==> config.mk <==
export PLATFORM = sky130hd
export DESIGN_NAME = adc_serial_reader
export DESIGN_NICKNAME = d
export VERILOG_FILES = /design/src/rtl/adc_pkg.sv /design/src/rtl/sync_2ff.sv /design/src/rtl/adc_serial_reader.sv
export SDC_FILE = /design/constraint.sdc
export NUM_CORES = 1
export LEC_CHECK = 0
export ABC_CLOCK_PERIOD_IN_PS = 2850
export BUFFER_PORTS_ARGS = -buffer_cell sky130_fd_sc_hd__buf_2
export CAP_MARGIN = 40
export CORE_MARGIN = 3
export CORE_UTILIZATION = 55
export CTS_CLUSTER_SIZE = 28
export DETAILED_ROUTE_END_ITERATION = 6
export GPL_TIMING_DRIVEN = 0
export PLACE_DENSITY = 0.74
export SETUP_SLACK_MARGIN = 0.05
export SYNTH_ARGS = -nofsm -noshare
export SYNTH_HDL_FRONTEND = slang
export SYNTH_SLANG_ARGS = --single-unit
export TNS_END_PERCENT = 50
==> constraint.sdc <==
create_clock -name clk_50 -period 2.85 [get_ports clk_50]
set_clock_uncertainty 0.15 [all_clocks]
set_input_delay 0.57 -clock clk_50 [delete_from_list [all_inputs] [get_ports clk_50]]
set_output_delay 0.57 -clock clk_50 [all_outputs]
set_load 0.005 [all_outputs]
==> src/rtl/adc_pkg.sv <==
// Shared types and default constants for the serial ADC reader.
// The optional leading-bit check in adc_serial_reader is enabled with ADC_LEAD_CHECK_EN.
package adc_pkg;

  localparam int unsigned DefDataW    = 12;
  localparam int unsigned DefLeadBits = 4;
  localparam int unsigned DefClkDiv   = 4;
  localparam int unsigned DefQuietCyc = 8;

  typedef enum logic [1:0] {
    StIdle,
    StSetup,
    StShift,
    StQuiet
  } state_e;

  // Total bits clocked out of the ADC per conversion frame.
  function automatic int unsigned frame_bits(input int unsigned data_w,
                                             input int unsigned lead_bits);
    return data_w + lead_bits;
  endfunction

endpackage

==> src/rtl/sync_2ff.sv <==
// Two-flop synchronizer for a single asynchronous pin input.
module sync_2ff #(
  parameter logic ResetVal = 1'b0
) (
  input  logic clk,
  input  logic rst_n,
  input  logic d,
  output logic q
);

  logic meta_q;
  logic sync_q;

  always_ff @(posedge clk or negedge rst_n) begin
    if (!rst_n) begin
      meta_q <= ResetVal;
      sync_q <= ResetVal;
    end else begin
      meta_q <= d;
      sync_q <= meta_q;
    end
  end

  assign q = sync_q;

endmodule

==> src/rtl/adc_serial_reader.sv <==
// Frame initiator and capture for an AD7476-class 3-wire serial ADC (clk_50 domain).
// Define ADC_LEAD_CHECK_EN to flag frames whose leading bits are not all zero.
module adc_serial_reader
  import adc_pkg::*;
#(
  parameter int unsigned DATA_W    = DefDataW,
  parameter int unsigned LEAD_BITS = DefLeadBits,
  parameter int unsigned CLK_DIV   = DefClkDiv,
  parameter int unsigned QUIET_CYC = DefQuietCyc
) (
  input  logic              clk_50,
  input  logic              rst_n,
  input  logic              start,
  output logic              busy,
  output logic [DATA_W-1:0] data,
  output logic              data_valid,
  output logic              lead_err,
  output logic              adc_csn,
  output logic              adc_sclk,
  input  logic              adc_dout
);

  localparam int unsigned N    = frame_bits(DATA_W, LEAD_BITS);
  localparam int unsigned BitW = $clog2(N);

`ifdef ADC_LEAD_CHECK_EN
  localparam int unsigned ShW = N;
`else
  // Leading bits fall off the top of a DATA_W-wide register unchecked.
  localparam int unsigned ShW = DATA_W;
`endif

  localparam logic [7:0]      DivLast   = 8'(CLK_DIV - 1);
  localparam logic [7:0]      QuietLast = 8'(QUIET_CYC - 1);
  localparam logic [BitW-1:0] BitLast   = BitW'(N - 1);

  logic din;

  sync_2ff #(
    .ResetVal(1'b0)
  ) u_sync_dout (
    .clk  (clk_50),
    .rst_n(rst_n),
    .d    (adc_dout),
    .q    (din)
  );

  state_e            state_q, state_d;
  logic [7:0]        div_q, div_d;
  logic [7:0]        quiet_q, quiet_d;
  logic [BitW-1:0]   bit_q, bit_d;
  logic              last_q, last_d;
  logic              csn_q, csn_d;
  logic              sclk_q, sclk_d;
  logic              busy_q, busy_d;
  logic              valid_q, valid_d;
  logic              lead_err_q, lead_err_d;
  logic [DATA_W-1:0] data_q, data_d;
  logic [ShW-1:0]    shreg_q, shreg_d;
  logic              half_end;

  assign half_end = (div_q == DivLast);

  always_comb begin
    state_d    = state_q;
    div_d      = div_q;
    quiet_d    = quiet_q;
    bit_d      = bit_q;
    last_d     = last_q;
    csn_d      = csn_q;
    sclk_d     = sclk_q;
    busy_d     = busy_q;
    valid_d    = 1'b0;
    lead_err_d = 1'b0;
    data_d     = data_q;
    shreg_d    = shreg_q;

    case (state_q)
      StIdle: begin
        if (start) begin
          state_d = StSetup;
          csn_d   = 1'b0;
          busy_d  = 1'b1;
          sclk_d  = 1'b1;
          div_d   = '0;
          bit_d   = '0;
          last_d  = 1'b0;
          quiet_d = '0;
        end
      end

      StSetup: begin
        if (half_end) begin
          div_d   = '0;
          sclk_d  = 1'b0;
          state_d = StShift;
        end else begin
          div_d = div_q + 8'd1;
        end
      end

      StShift: begin
        if (!half_end) begin
          div_d = div_q + 8'd1;
        end else begin
          div_d = '0;
          if (!sclk_q) begin
            // Rising SCLK edge: capture the bit the ADC presented on the previous fall.
            sclk_d  = 1'b1;
            shreg_d = {shreg_q[ShW-2:0], din};
            if (bit_q == BitLast) begin
              last_d = 1'b1;
            end else begin
              bit_d = bit_q + 1'b1;
            end
          end else if (last_q) begin
            state_d = StQuiet;
            csn_d   = 1'b1;
            valid_d = 1'b1;
            data_d  = shreg_q[DATA_W-1:0];
`ifdef ADC_LEAD_CHECK_EN
            lead_err_d = |shreg_q[N-1:DATA_W];
`else
            lead_err_d = 1'b0;
`endif
          end else begin
            sclk_d = 1'b0;
          end
        end
      end

      StQuiet: begin
        if (quiet_q == QuietLast) begin
          state_d = StIdle;
          busy_d  = 1'b0;
          quiet_d = '0;
          bit_d   = '0;
          last_d  = 1'b0;
        end else begin
          quiet_d = quiet_q + 8'd1;
        end
      end

      default: begin
        state_d = StIdle;
      end
    endcase
  end

  always_ff @(posedge clk_50 or negedge rst_n) begin
    if (!rst_n) begin
      state_q    <= StIdle;
      div_q      <= '0;
      quiet_q    <= '0;
      bit_q      <= '0;
      last_q     <= 1'b0;
      csn_q      <= 1'b1;
      sclk_q     <= 1'b1;
      busy_q     <= 1'b0;
      valid_q    <= 1'b0;
      lead_err_q <= 1'b0;
      data_q     <= '0;
      shreg_q    <= '0;
    end else begin
      state_q    <= state_d;
      div_q      <= div_d;
      quiet_q    <= quiet_d;
      bit_q      <= bit_d;
      last_q     <= last_d;
      csn_q      <= csn_d;
      sclk_q     <= sclk_d;
      busy_q     <= busy_d;
      valid_q    <= valid_d;
      lead_err_q <= lead_err_d;
      data_q     <= data_d;
      shreg_q    <= shreg_d;
    end
  end

  assign adc_csn    = csn_q;
  assign adc_sclk   = sclk_q;
  assign busy       = busy_q;
  assign data_valid = valid_q;
  assign lead_err   = lead_err_q;
  assign data       = data_q;

endmodule

==> flow_summary.toml <==
[status]
status = "completed"

[die]
dieArea_sq_um = 5504
initial_core_util = 0.5794
rows = 24
core-area_sq_um = 4414
chipHeight_um = 74.19
ioPinCount = 21
die_w_um = 74.19

[critical_path]
critPathRequiredTime_ns = 2.90
r2r-start = "div_q[5]"
r2r_setup_slack_ns = 0.40
crit_type = "reg -> reg"
setup.worst_path.start = "div_q[5]"
critPathMaxFanout = 10
worstPathArrival_ns = 2.50
cp-end-kind = "register"
cp-start-kind = "register"

[synth]
async_flop_share = 1.000
synth-edff-count = 0
synthesis.area_sq_um = 2557
synth.area.top_cells = "dfrtp_1 50%, mux2_2 11%, ha_1 3.4%"
yosys.area.top_type = "dfrtp_1"
synth_area_per_cell_sq_um = 11.37
synth_top_area_frac = 0.4990
syn_inst = 225
ys_warn_count = 0
ys.flop_type = "dfrtp_1"
synth-seq-cells = 53
postSynthNetCount = 236
seq_area_frac_synth = 0.5196
post_synth_num_cell_types = 44

[hold_path]
hp-class = "in -> async"

[final_layout]
area_growth_syn_to_layout_pct = 11.69
multiInputGateArea_sq_um = 1156
fillers = 361
layout.nets = 263
diodes = 0
ff_latch_area_sq_um = 1329
drive_gt1_frac = 0.2688

[job]
cap_viol_max_count = 0

[placement]
hpwl_um = 3226
place.gp.congestion = 0.8364
dp_slack_ns = 0.3754
port-buffer-count = 19

[global_route]
antenna_found_initial = 0
grt_remaining_overflow = 0
grt_pass1_vias = 1617
grt_pass1_wl_um = 7534
grt_max_degree = 39
grt.total_usage = 0.1765

[clock_tree]
cts_tree = "yes"
h-tree-depth = 2
cts.sinks = 53
insertion_delay_ns = 0.31
ctsResizeCount = 0
clock-root-buffer = "clkbuf_8"
hold_buffers = 0
cts.clk_slew.worst_paths_ns = 0.10
cts_made_buffers = 5
cts_setup_buffers = 0
clockBufferDepth = 2

[drt]
wire_per_inst_um = 14.53
vias = 1755
postRouteWirelength_um = 4433
ant_nets = 0
drc = 0
vias_per_cell = 5.754
drtIter0Drc = 82
drtPass1Iterations = 4

[power]
p_comb_frac = 0.016
p_switching_w = 0.0002709
p_seq_frac = 0.580
pwr-share-clk = 0.404
peakVddDrop_mv = 0.4530
switching_share = 0.2086
p_int_w = 0.001028
power.leakage_nw = 1.359
powerDensity_nw_per_um2 = 454.6

[timing]
tightest_slew_ns = 0.7171
max_freq_mhz = 408.4
max_slew_margin = 0.5207
timing.final.crit_share = 0.8592
setup_viol = 0
setup_tns_ns = 0
period_minus_slack_ns = 2.449
rsz0062_at_grt = "no"
hold_violations = 0
final-max-slew-violation-count = 0
fin_ws_ns = 0.4013
[final cells by class]
type	count	share of cell area
Sequential cell	53	0.4652
Multi-Input combinational cell	157	0.4047
Timing Repair Buffer	20	0.04030
Clock buffer	5	0.02409
Tap cell	52	0.02278
Clock inverter	3	0.01752
Buffer	9	0.01752
Inverter	6	0.007884
[worst max-delay path, stage by stage (launching register included)]
cell      delay [ns]
dfrtp_1         0.37
clkbuf_1        0.18
or4_4           0.59
nor4_2          0.42
buf_4           0.29
mux2_2          0.35
[metrics by stage]
step | hold slack (ns) | util | total power (W) | std cells | instance area, sq um
after floorplan | 0.1244 | - | 0.0007697 | 225 | 2557
after global placement | 0.1841 | 0.6156 | 0.0007871 | 296 | 2718
after detailed placement | 0.1903 | 0.6202 | 0.0007904 | 297 | 2738
after CTS | 0.02340 | 0.6471 | 0.001315 | 305 | 2856
after global routing | 0.02907 | 0.6471 | 0.001346 | 305 | 2856
final | 0.01338 | 0.6471 | 0.001299 | 305 | 2856
[registers in the layout, summed over array words and instances (netlist names), 2 cells and up]
name     flops
state_q      2
bit_q        4
shreg_q     12
data        12
quiet_q      8
div_q        8
[path summary, 6_finish.rpt]
| check | endpoint | cells past startpoint |
|---|---|---|
| hold reg to reg | u_sync_dout.q | 0 |
| setup reg to reg | data[11] | 5 |
| setup / recovery | data[11] | 5 |
| max in group asynchronous | adc_csn | 2 |
| min in group clk_50 | u_sync_dout.q | 0 |
| hold / removal | quiet_q[4] | 1 |
[cell usage after synthesis (4+ instances only)]
| library cell | instances |
|---|---|
| dfrtp_1 | 51 |
| mux2_2 | 26 |
| nand2_1 | 18 |
| nor2_1 | 12 |
| o21ai_0 | 10 |
| nand3_1 | 9 |
| a22o_1 | 7 |
| ha_1 | 7 |
| and3_1 | 6 |
| inv_1 | 6 |
| nor3_1 | 6 |
| a21oi_1 | 5 |
| nand4_1 | 5 |
| clkbuf_1 | 4 |
| nor4_1 | 4 |
| xor2_1 | 4 |
[cells by family after synthesis]
kind of cell               count (synthesis)  synth area share
and+or+nand+nor                           75            0.1624
muxes                                     29            0.1262
buffers and inverters                     15           0.02837
AOI/OAI and AO/OA                         41            0.1140
adders and majority gates                  7           0.03425
other                                      1          0.001466
xor gates and xnor gates                   4           0.01370
DFF                                       53            0.5196
[placed cells by master (no fill, tap or decap), types with 2 or more instances in the layout]
master / n
dfrtp_1: 51
mux2_2: 26
buf_2: 20
nand2_1: 18
nor2_1: 12
o21ai_0: 10
nand3_1: 9
a22o_1: 7
ha_1: 7
inv_1: 6
nor3_1: 6
and3_1: 6
a21oi_1: 5
nand4_1: 5
clkbuf_8: 5
clkbuf_1: 4
nor4_1: 4
xor2_1: 4
nor2b_1: 3
nand2b_1: 3
nor4_2: 3
o21a_1: 3
mux2i_1: 3
or4_4: 2
or4_1: 2
o21bai_1: 2
a211oi_1: 2
buf_4: 2
o31ai_1: 2
dfstp_2: 2
[routing by layer]
metal	vias up	GRT usage	routed length (um)	part of all wire
met3	5	0.04865	225	0.051
met2	31	0.2677	1948	0.44
met1	838	0.2456	2190	0.49
li1	881	-	-	-
met5	-	0	0	0
met4	0	0.06036	69	0.016
[power groups by stage]
stage          Clock [W]  Sequential, W  Combinational [W]
3_3_place_gp           0       0.000768          0.0000190
4_1_cts         0.000539       0.000753          0.0000225
6_report        0.000524       0.000753          0.0000209
3_5_place_dp           0       0.000768          0.0000224
5_1_grt         0.000568       0.000754          0.0000242
2_1_floorplan          0       0.000768         0.00000158
No activity file was read; power rests on OpenSTA's default activity.
